$ cat config.mk
export PLATFORM = sky130hd
export DESIGN_NAME = div32_iter
export DESIGN_NICKNAME = d
export VERILOG_FILES = /design/src/rtl/div_pkg.sv /design/src/rtl/div_step.sv /design/src/rtl/div32_iter.sv
export SDC_FILE = /design/constraint.sdc
export NUM_CORES = 1
export LEC_CHECK = 0
export ABC_AREA = 1
export CORE_MARGIN = 3
export CORE_UTILIZATION = 23
export CTS_BUF_LIST = sky130_fd_sc_hd__clkbuf_4 sky130_fd_sc_hd__clkbuf_8
export DETAILED_ROUTE_END_ITERATION = 8
export HOLD_SLACK_MARGIN = 0.12
export MAX_ROUTING_LAYER = met4
export PLACE_DENSITY = 0.52
export SETUP_SLACK_MARGIN = 0.4
export SLEW_MARGIN = 20
export SYNTH_ARGS = -nofsm -noshare
export SYNTH_HDL_FRONTEND = slang
export SYNTH_SLANG_ARGS = --single-unit
$ cat constraint.sdc
create_clock -name clock -period 2.05 [get_ports clock]
set_input_delay 0.5125 -clock clock [delete_from_list [all_inputs] [get_ports clock]]
set_output_delay 0.5125 -clock clock [all_outputs]
set_load 0.02 [all_outputs]
$ cat src/rtl/div_pkg.sv
// Shared definitions for the iterative divider: FSM state encoding, default width
// and the two's-complement negate helper used for sign fix-up.
package div_pkg;

    localparam int DEF_WIDTH = 32;

    typedef enum logic [1:0] {
        S_IDLE = 2'd0,
        S_RUN  = 2'd1,
        S_DONE = 2'd2
    } state_t;

    function automatic logic [DEF_WIDTH-1:0] negate(input logic [DEF_WIDTH-1:0] x);
        return ~x + DEF_WIDTH'(1);
    endfunction

endpackage

$ cat src/rtl/div_step.sv
// One restoring radix-2 iteration: shift {rem,quo} left, trial-subtract the divisor.
// Purely combinational, zero latency.
// No handshake; the caller decides when the result is consumed.
module div_step
    import div_pkg::*;
#(
    parameter int WIDTH = DEF_WIDTH
) (
    input  logic [WIDTH-1:0] rem,
    input  logic [WIDTH-1:0] quo,
    input  logic [WIDTH-1:0] divisor,
    output logic [WIDTH-1:0] rem_nxt,
    output logic [WIDTH-1:0] quo_nxt
);

    logic [WIDTH:0] rem_sh;
    logic [WIDTH:0] trial;

    always_comb begin
        rem_sh  = {rem, quo[WIDTH-1]};
        // Extra top bit acts as the borrow: set means the divisor did not fit.
        trial   = rem_sh + ~{1'b0, divisor} + (WIDTH+1)'(1);
        rem_nxt = trial[WIDTH] ? rem_sh[WIDTH-1:0] : trial[WIDTH-1:0];
        quo_nxt = {quo[WIDTH-2:0], ~trial[WIDTH]};
    end

endmodule

$ cat src/rtl/div32_iter.sv
// Multicycle signed divider: quotient truncated toward zero, remainder signed like the dividend.
// Latency WIDTH+2 edges from start to ready pulse; divide-by-zero completes after 2 edges.
// No backpressure: starts while busy are dropped, results are a one-cycle ready pulse.
module div32_iter
    import div_pkg::*;
#(
    parameter int WIDTH = DEF_WIDTH,
    parameter int CNT_W = 6
) (
    input  logic             clock,
    input  logic             reset,
    input  logic             ctrl_div,
    input  logic [WIDTH-1:0] data_operandA,
    input  logic [WIDTH-1:0] data_operandB,
    output logic [WIDTH-1:0] data_result,
    output logic [WIDTH-1:0] data_remainder,
    output logic             data_exception,
    output logic             data_resultRDY,
    output logic             busy
);

    state_t             state_q, state_d;
    logic [CNT_W-1:0]   cnt_q, cnt_d;
    logic               sign_a_q, sign_a_d;
    logic               sign_b_q, sign_b_d;
    logic               exc_pend_q, exc_pend_d;
    logic [WIDTH-1:0]   divisor_q, divisor_d;
    logic [WIDTH-1:0]   rem_q, rem_d;
    logic [WIDTH-1:0]   quo_q, quo_d;
    logic [WIDTH-1:0]   result_q, result_d;
    logic [WIDTH-1:0]   remainder_q, remainder_d;
    logic               exc_q, exc_d;
    logic               rdy_q, rdy_d;
    logic               busy_q, busy_d;
    logic [WIDTH-1:0]   step_rem, step_quo;

    div_step #(.WIDTH(WIDTH)) u_step (
        .rem     (rem_q),
        .quo     (quo_q),
        .divisor (divisor_q),
        .rem_nxt (step_rem),
        .quo_nxt (step_quo)
    );

    always_comb begin
        state_d     = state_q;
        cnt_d       = cnt_q;
        sign_a_d    = sign_a_q;
        sign_b_d    = sign_b_q;
        exc_pend_d  = exc_pend_q;
        divisor_d   = divisor_q;
        rem_d       = rem_q;
        quo_d       = quo_q;
        result_d    = result_q;
        remainder_d = remainder_q;
        exc_d       = exc_q;
        rdy_d       = 1'b0;

        case (state_q)
            S_IDLE: begin
                if (ctrl_div) begin
                    sign_a_d  = data_operandA[WIDTH-1];
                    sign_b_d  = data_operandB[WIDTH-1];
                    divisor_d = data_operandB[WIDTH-1] ? negate(data_operandB) : data_operandB;
                    rem_d     = '0;
                    cnt_d     = '0;
                    exc_d     = 1'b0;
                    if (data_operandB == '0) begin
                        exc_pend_d = 1'b1;
                        quo_d      = '0;
                        state_d    = S_DONE;
                    end else begin
                        exc_pend_d = 1'b0;
                        quo_d      = data_operandA[WIDTH-1] ? negate(data_operandA) : data_operandA;
                        state_d    = S_RUN;
                    end
                end
            end
            S_RUN: begin
                rem_d = step_rem;
                quo_d = step_quo;
                cnt_d = cnt_q + CNT_W'(1);
                if (cnt_q == CNT_W'(WIDTH-1)) begin
                    state_d = S_DONE;
                end
            end
            S_DONE: begin
                result_d    = exc_pend_q ? '0 :
                              ((sign_a_q ^ sign_b_q) ? negate(quo_q) : quo_q);
                remainder_d = exc_pend_q ? '0 : (sign_a_q ? negate(rem_q) : rem_q);
                exc_d       = exc_pend_q;
                rdy_d       = 1'b1;
                state_d     = S_IDLE;
            end
            default: state_d = S_IDLE;
        endcase

        // Busy stays up through the ready cycle so the stage sees one continuous stall.
        busy_d = (state_d != S_IDLE) || rdy_d;
    end

    always_ff @(posedge clock) begin
        if (reset) begin
            state_q     <= S_IDLE;
            cnt_q       <= '0;
            sign_a_q    <= 1'b0;
            sign_b_q    <= 1'b0;
            exc_pend_q  <= 1'b0;
            divisor_q   <= '0;
            rem_q       <= '0;
            quo_q       <= '0;
            result_q    <= '0;
            remainder_q <= '0;
            exc_q       <= 1'b0;
            rdy_q       <= 1'b0;
            busy_q      <= 1'b0;
        end else begin
            state_q     <= state_d;
            cnt_q       <= cnt_d;
            sign_a_q    <= sign_a_d;
            sign_b_q    <= sign_b_d;
            exc_pend_q  <= exc_pend_d;
            divisor_q   <= divisor_d;
            rem_q       <= rem_d;
            quo_q       <= quo_d;
            result_q    <= result_d;
            remainder_q <= remainder_d;
            exc_q       <= exc_d;
            rdy_q       <= rdy_d;
            busy_q      <= busy_d;
        end
    end

    assign data_result    = result_q;
    assign data_remainder = remainder_q;
    assign data_exception = exc_q;
    assign data_resultRDY = rdy_q;
    assign busy           = busy_q;

endmodule

Yosys cells after proc, flatten, opt, wreduce, memory -nomap -nowiden
Index checks and enable logic that the tools add are counted.
{"block": "totals", "input_bits": 67, "reg_bits": 174, "out_inout_bits": 67, "wordCells": 62}
{"block": "op_classes", "reduce_logical": 9, "addsub": 7, "bitwise": 7, "n_mux": 22, "eq_ne": 4}
{"op": "$mux W32", "n": 10}
{"op": "$add A32 B1 Y32 const B", "n": 4}
{"op": "$not A32 Y32", "n": 4}
{"op": "$pmux W32 S2", "n": 2}
{"op": "$add A33 B1 Y33 const B", "n": 1}
{"op": "$add A33 B33 Y33", "n": 1}
{"op": "$not A32 Y33", "n": 1}
{"op": "$logic_not A32 Y1", "n": 1}
{"op": "$pmux W6 S2", "n": 1}
{"op": "$add A6 B1 Y6 const B", "n": 1}
{"op": "$eq A6 B5 Y1 const B", "n": 1}
{"op": "$mux W2", "n": 3}
{"op": "$mux W6", "n": 1}
{"op": "$reduce_and A2 Y1", "n": 3}
{"op": "$reduce_bool A2 Y1", "n": 3}
{"op": "$pmux W2 S2", "n": 1}
{"op": "$mux W1", "n": 3}
{"op": "$eq A2 B1 Y1 const B", "n": 1}
{"op": "$eq A2 B2 Y1 const B", "n": 1}
{"op": "$logic_not A2 Y1", "n": 1}
{"op": "$ne A2 B2 Y1 const B", "n": 1}
{"op": "$pmux W1 S2", "n": 1}
{"op": "$logic_or A1 B1 Y1", "n": 1}
{"op": "$not A1 Y1", "n": 1}
{"op": "$xor A1 B1 Y1", "n": 1}

Longest topological paths before layout
{"block": "logic_depth", "ltp_word": 6, "ltp_mapped": 18, "ltp_nobuf": 17}

By module
Synthesis repeated with hierarchy kept, for this count alone.
{"block": "unflattened", "cells_unflattened": 2248, "hier_area_um2": 13305.3}
{"mod": "div32_iter", "seq_area_each_um2": 3483.3, "area_per_inst_um2": 9922.0, "instances": 1, "cells_per_inst": 1537}
{"mod": "div_step", "seq_area_each_um2": 0.0, "area_per_inst_um2": 3383.2, "instances": 1, "cells_per_inst": 711}

Worst setup path before layout
No wires, ideal clock.
{"block": "synth_path", "kind": "register to register", "startpoint": "register quo_q[31]", "endpoint": "register rem_q[10]", "setup_ns": 0.132, "synth_period_minus_slack_ns": 2.219, "t_required_ns": 1.918, "path_buffers": 1, "path_stages_with_launch": 19, "arrival_time_ns": 2.087, "path_slack_ns": -0.169, "cell_sequence": "dfxtp_1 -> inv_1 -> ha_1 -> fa_1 -> inv_1 -> nand2_1 -> nand2_1 -> nand3_1 -> nand2_2 -> nand2_2 -> nand2_4 -> nand2_4 -> nand2_4 -> nand2_4 -> nand2_4 -> buf_6 -> nand2_1 -> nand3_1 -> a21oi_1"}
{"block": "synth_between", "elab_chain_cells": 4}
{"item": "start, declared", "line_no": "div32_iter.sv:29", "text": "logic [WIDTH-1:0] quo_q, quo_d;"}
{"item": "start signal, assigned", "line_no": "div32_iter.sv:125", "text": "quo_q <= quo_d;"}
{"item": "$add A33 B33 Y33", "line_no": "div_step.sv:22", "text": "trial = rem_sh + ~{1'b0, divisor} + (WIDTH+1)'(1);"}
{"item": "$add A33 B1 Y33", "line_no": "div_step.sv:22"}
{"item": "$mux W32", "line_no": "div_step.sv:23", "text": "rem_nxt = trial[WIDTH] ? rem_sh[WIDTH-1:0] : trial[WIDTH-1:0];"}
{"item": "$pmux W32 S2", "line_no": "div32_iter.sv:59", "text": "case (state_q)"}
{"item": "end signal, assigned", "line_no": "div32_iter.sv:124", "text": "rem_q <= rem_d;"}
{"item": "end, declared", "line_no": "div32_iter.sv:28", "text": "logic [WIDTH-1:0] rem_q, rem_d;"}
Every way passes these cells.
A chain may end at the register's enable or synchronous reset.

Worst setup path after layout
{"block": "layout_path", "startpoint": "register quo_q[31]", "endpoint": "register rem_q[16]"}
Same word-level chain as after synthesis.

==> results.md <==
- Worst setup EP type: register
- Pleak: 9.51 nW
- CP required: 2490 ps
- CTS tree: built
- Drt pass-1 iters: 5
- Most frequent cell after synthesis: nand2_1
- Fin util: 37.1%
- Int Power: 11.0 mW
- Fin crit share: 115%
- Final Power: 20.5 mW
- Critical Path AT: 2790 ps
- DRT antenna net count: 0
- Max clock buf depth: 2
- Critical path buffer and inverter count: 3
- Initial core utilization: 23.4%
- Area grow syn2layout: 58.2%
- Global-route wire length before repair: 79.4 mm
- Violated checks: setup timing
- Cell taking the most area after synthesis: dfxtp_1
- Initial DRC count: 895
- Power Dens Cells: 1020 mW/mm²
- Slowest cell delay on critical path: 380 ps
- HP Class: in2reg
- Synth top area share: 27.5%
- CP Launch Type: register
- Synthesized instance count: 2122
- Top post-synthesis cells by count: nand2_1, inv_1, nand3_1
- Max cap viols: 0
- Layout net count: 2707
- Highest clock rate: 425 MHz
- CTS buffer count: 17
- Relative max-transition margin: 68.8%
- Number of global-route vias before repair: 14900
- Net load switching power: 9.51 mW
- Peak supply drop: 0.000578 V
- Synthesized cell area: 0.0127 mm²
- Post-synthesis mux area share: 0%
- Clock Latency Late Sink: 510 ps
- DP Wirelength: 40.0 mm
- Clock share of power: 12.5%
- H-tree depth: 4
- Grt ovf: 0
- Clk_skew: 22.3 ps
- Total GRT Usage: 17.8%
- Final WL: 51.1 mm
- Initial antenna violation count: 0
- Clock Sinks: 174
- Clk slew on worst S/H paths: 120 ps
- Post-cts hold buffer count: 0
- Reg power frac: 19.3%
- Post-Synth Simple-Gate Area: 37.4%
- Die X: 241 µm
- Worst-margin pin slew: 468 ps
- Main combinational cell family by area after synthesis: simple AND/OR/NAND/NOR gates
- Fin crit period: 2350 ps
- Core area: 0.0541 mm²
- Antenna cells: 0
- Via density: 4.62
- Routability Congestion: 0.921
- Largest net degree at the start of global routing: 75
- Crit-path max FO: 6
- Residual DRC: 0
- Status: finished, violations left
- Cells after DPL: 3210
- CP delay by family, top: simple AND/OR/NAND/NOR gates
- Setup-failing EPs final: 33
- Synth area leaders: dfxtp_1, nand2_1, inv_1
- Most used cell, CP: nand2_2
- Max-slew violations: 0
- Io pins: 134
- Path type of the worst setup path: reg2reg
- Combinational power share: 68.2%
- EDFF count, synth: 0
- FP Rows: 85
- Compound-Gate Fraction of Synth Area: 16.0%
- RSZ-0062 raised after global routing: yes
- Ys Warns: 0
- Synthesis-stage register bit count: 174
- Die ar.: 0.0580 mm²
- Syn Area/Cell: 5.97 µm²
- Routed via count: 15300
- Clk root buf: clkbuf_8
- XOR/XNOR Fraction of Synth Area: 3.39%
- Count of different cell masters after synthesis: 50
- Slowest stage cell, crit path: dfxtp_2
- Worst setup margin: -303 ps
- Switch share: 46.3%
- Height of the chip: 241 µm
- Layout cells sized above 1: 35.3%
- IO buf count: 133
- Most used DFF post-synth: dfxtp_1
- Sequential area share after synthesis: 27.5%
- Synth Area in Adders: 3.81%
- Ys async rst share: 0%
- Wire per inst: 15.4 µm
- Hold Fails Final Rpt: 0
- Non-filler cells, final: 3311
- Syn Nets: 2227
- CP cell instances: inv_2 -> ha_4 -> fa_2 -> inv_2 -> nand2_2 -> nand2_2 -> nand3_2 -> nand2_2 -> nand2_2 -> nand2_4 -> nand2_8 -> nand2_8 -> nand2_8 -> bufbuf_16 -> nand3_1 -> nand3_1 -> a21oi_2
## sequential cells by signal (all words and copies together) (netlist names)
name            flops
busy                1
cnt_q               6
data_exception      1
data_remainder     32
data_result        32
data_resultRDY      1
divisor_q          32
exc_pend_q          1
quo_q              32
rem_q              32
sign_a_q            1
sign_b_q            1
state_q             2
## worst register-to-register path, stage by stage (launching register included)
cell,delay (ps)
dfxtp_2,380
inv_2,70
ha_4,160
fa_2,340
inv_2,70
nand2_2,50
nand2_2,70
nand3_2,80
nand2_2,100
nand2_2,70
nand2_4,90
nand2_8,80
nand2_8,80
nand2_8,80
bufbuf_16,290
nand3_1,60
nand3_1,90
a21oi_2,130
## cells in the final DEF, fill, tap and decap left out, drive strengths merged, types with 12 or more instances in the layout
cell           count
nand2            601
buf              467
inv              317
nand3            221
a21oi            212
nor2             178
dfxtp            174
o21ai             93
nand4             37
ha                37
nor3              35
xor2              27
a22oi             26
clkdlybuf4s50     25
xnor2             22
dlygate4sd2       21
clkbuf            21
dlymetal6s2s      12
## repair_timing
item | CTS | global route
pin swaps | 95 | 106
gates resized for setup | 516 | 326
cloned | 5 | 1
endpoints found under the setup margin | 219 | 152
setup buffers | 27 | 36
## cell type report
| type | count | area [µm²] |
|---|---|---|
| tap | 696 | 871 |
| timing repair buffer | 538 | 4470 |
| multi-input combinational | 1556 | 9510 |
| clock buffer | 18 | 248 |
| sequential | 174 | 3510 |
| inverter | 313 | 1240 |
| clock inverter | 14 | 170 |
| timing repair inverter | 2 | 36.3 |
| fill | 5760 | 34100 |
## per-layer routing
layer	track usage [%]	routed length, µm	part of all wire [%]	vias to the layer above
met5	-	0	0	-
met4	4.82	1170	2.3	0
met3	2.01	1770	3.5	54
met2	29.9	25100	49	297
met1	22.7	23000	45	7096
li1	-	-	-	7852
## metrics by stage
stage / cell area, µm² / TNS, ps / hold slack, ps / setup WS [ps]
after CTS: 18500 / -8170 / 334 / -282
after detailed placement: 17400 / -46370 / 454 / -860
final: 20100 / -8180 / 368 / -303
after floorplan: 12800 / -1490 / 454 / -69.1
after global routing: 20100 / -12340 / 358 / -420
after global placement: 17400 / -44460 / 455 / -817
## power by group through the flow
stage	Combinational, mW	Sequential [mW]	Clock, mW
finish	14.0	3.96	2.57
global route	15.3	3.99	2.78
CTS	12.4	3.94	2.66
detailed placement	10.4	4.00	0
global placement	10.4	4.00	0
floorplan	6.27	3.95	0
## logic make-up after synthesis
kind of cell               Yosys count
and+or+nand+nor                   1100
buffers and inverters              392
AOI/OAI and AO/OA                  369
DFF                                174
xor gates and xnor gates            49
adders and majority gates           38
## path summary, 6_finish.rpt
kind                                         start                  to  slack, ps  depth (start not counted)
worst min register to register  data_remainder[15]  data_remainder[15]        470                          2
worst min-delay path                         reset       divisor_q[31]        370                          2
worst max-delay path                     quo_q[31]           rem_q[16]       -300                         17
worst max register to register           quo_q[31]           rem_q[16]       -300                         17
No activity file was read; power rests on OpenSTA's default activity.
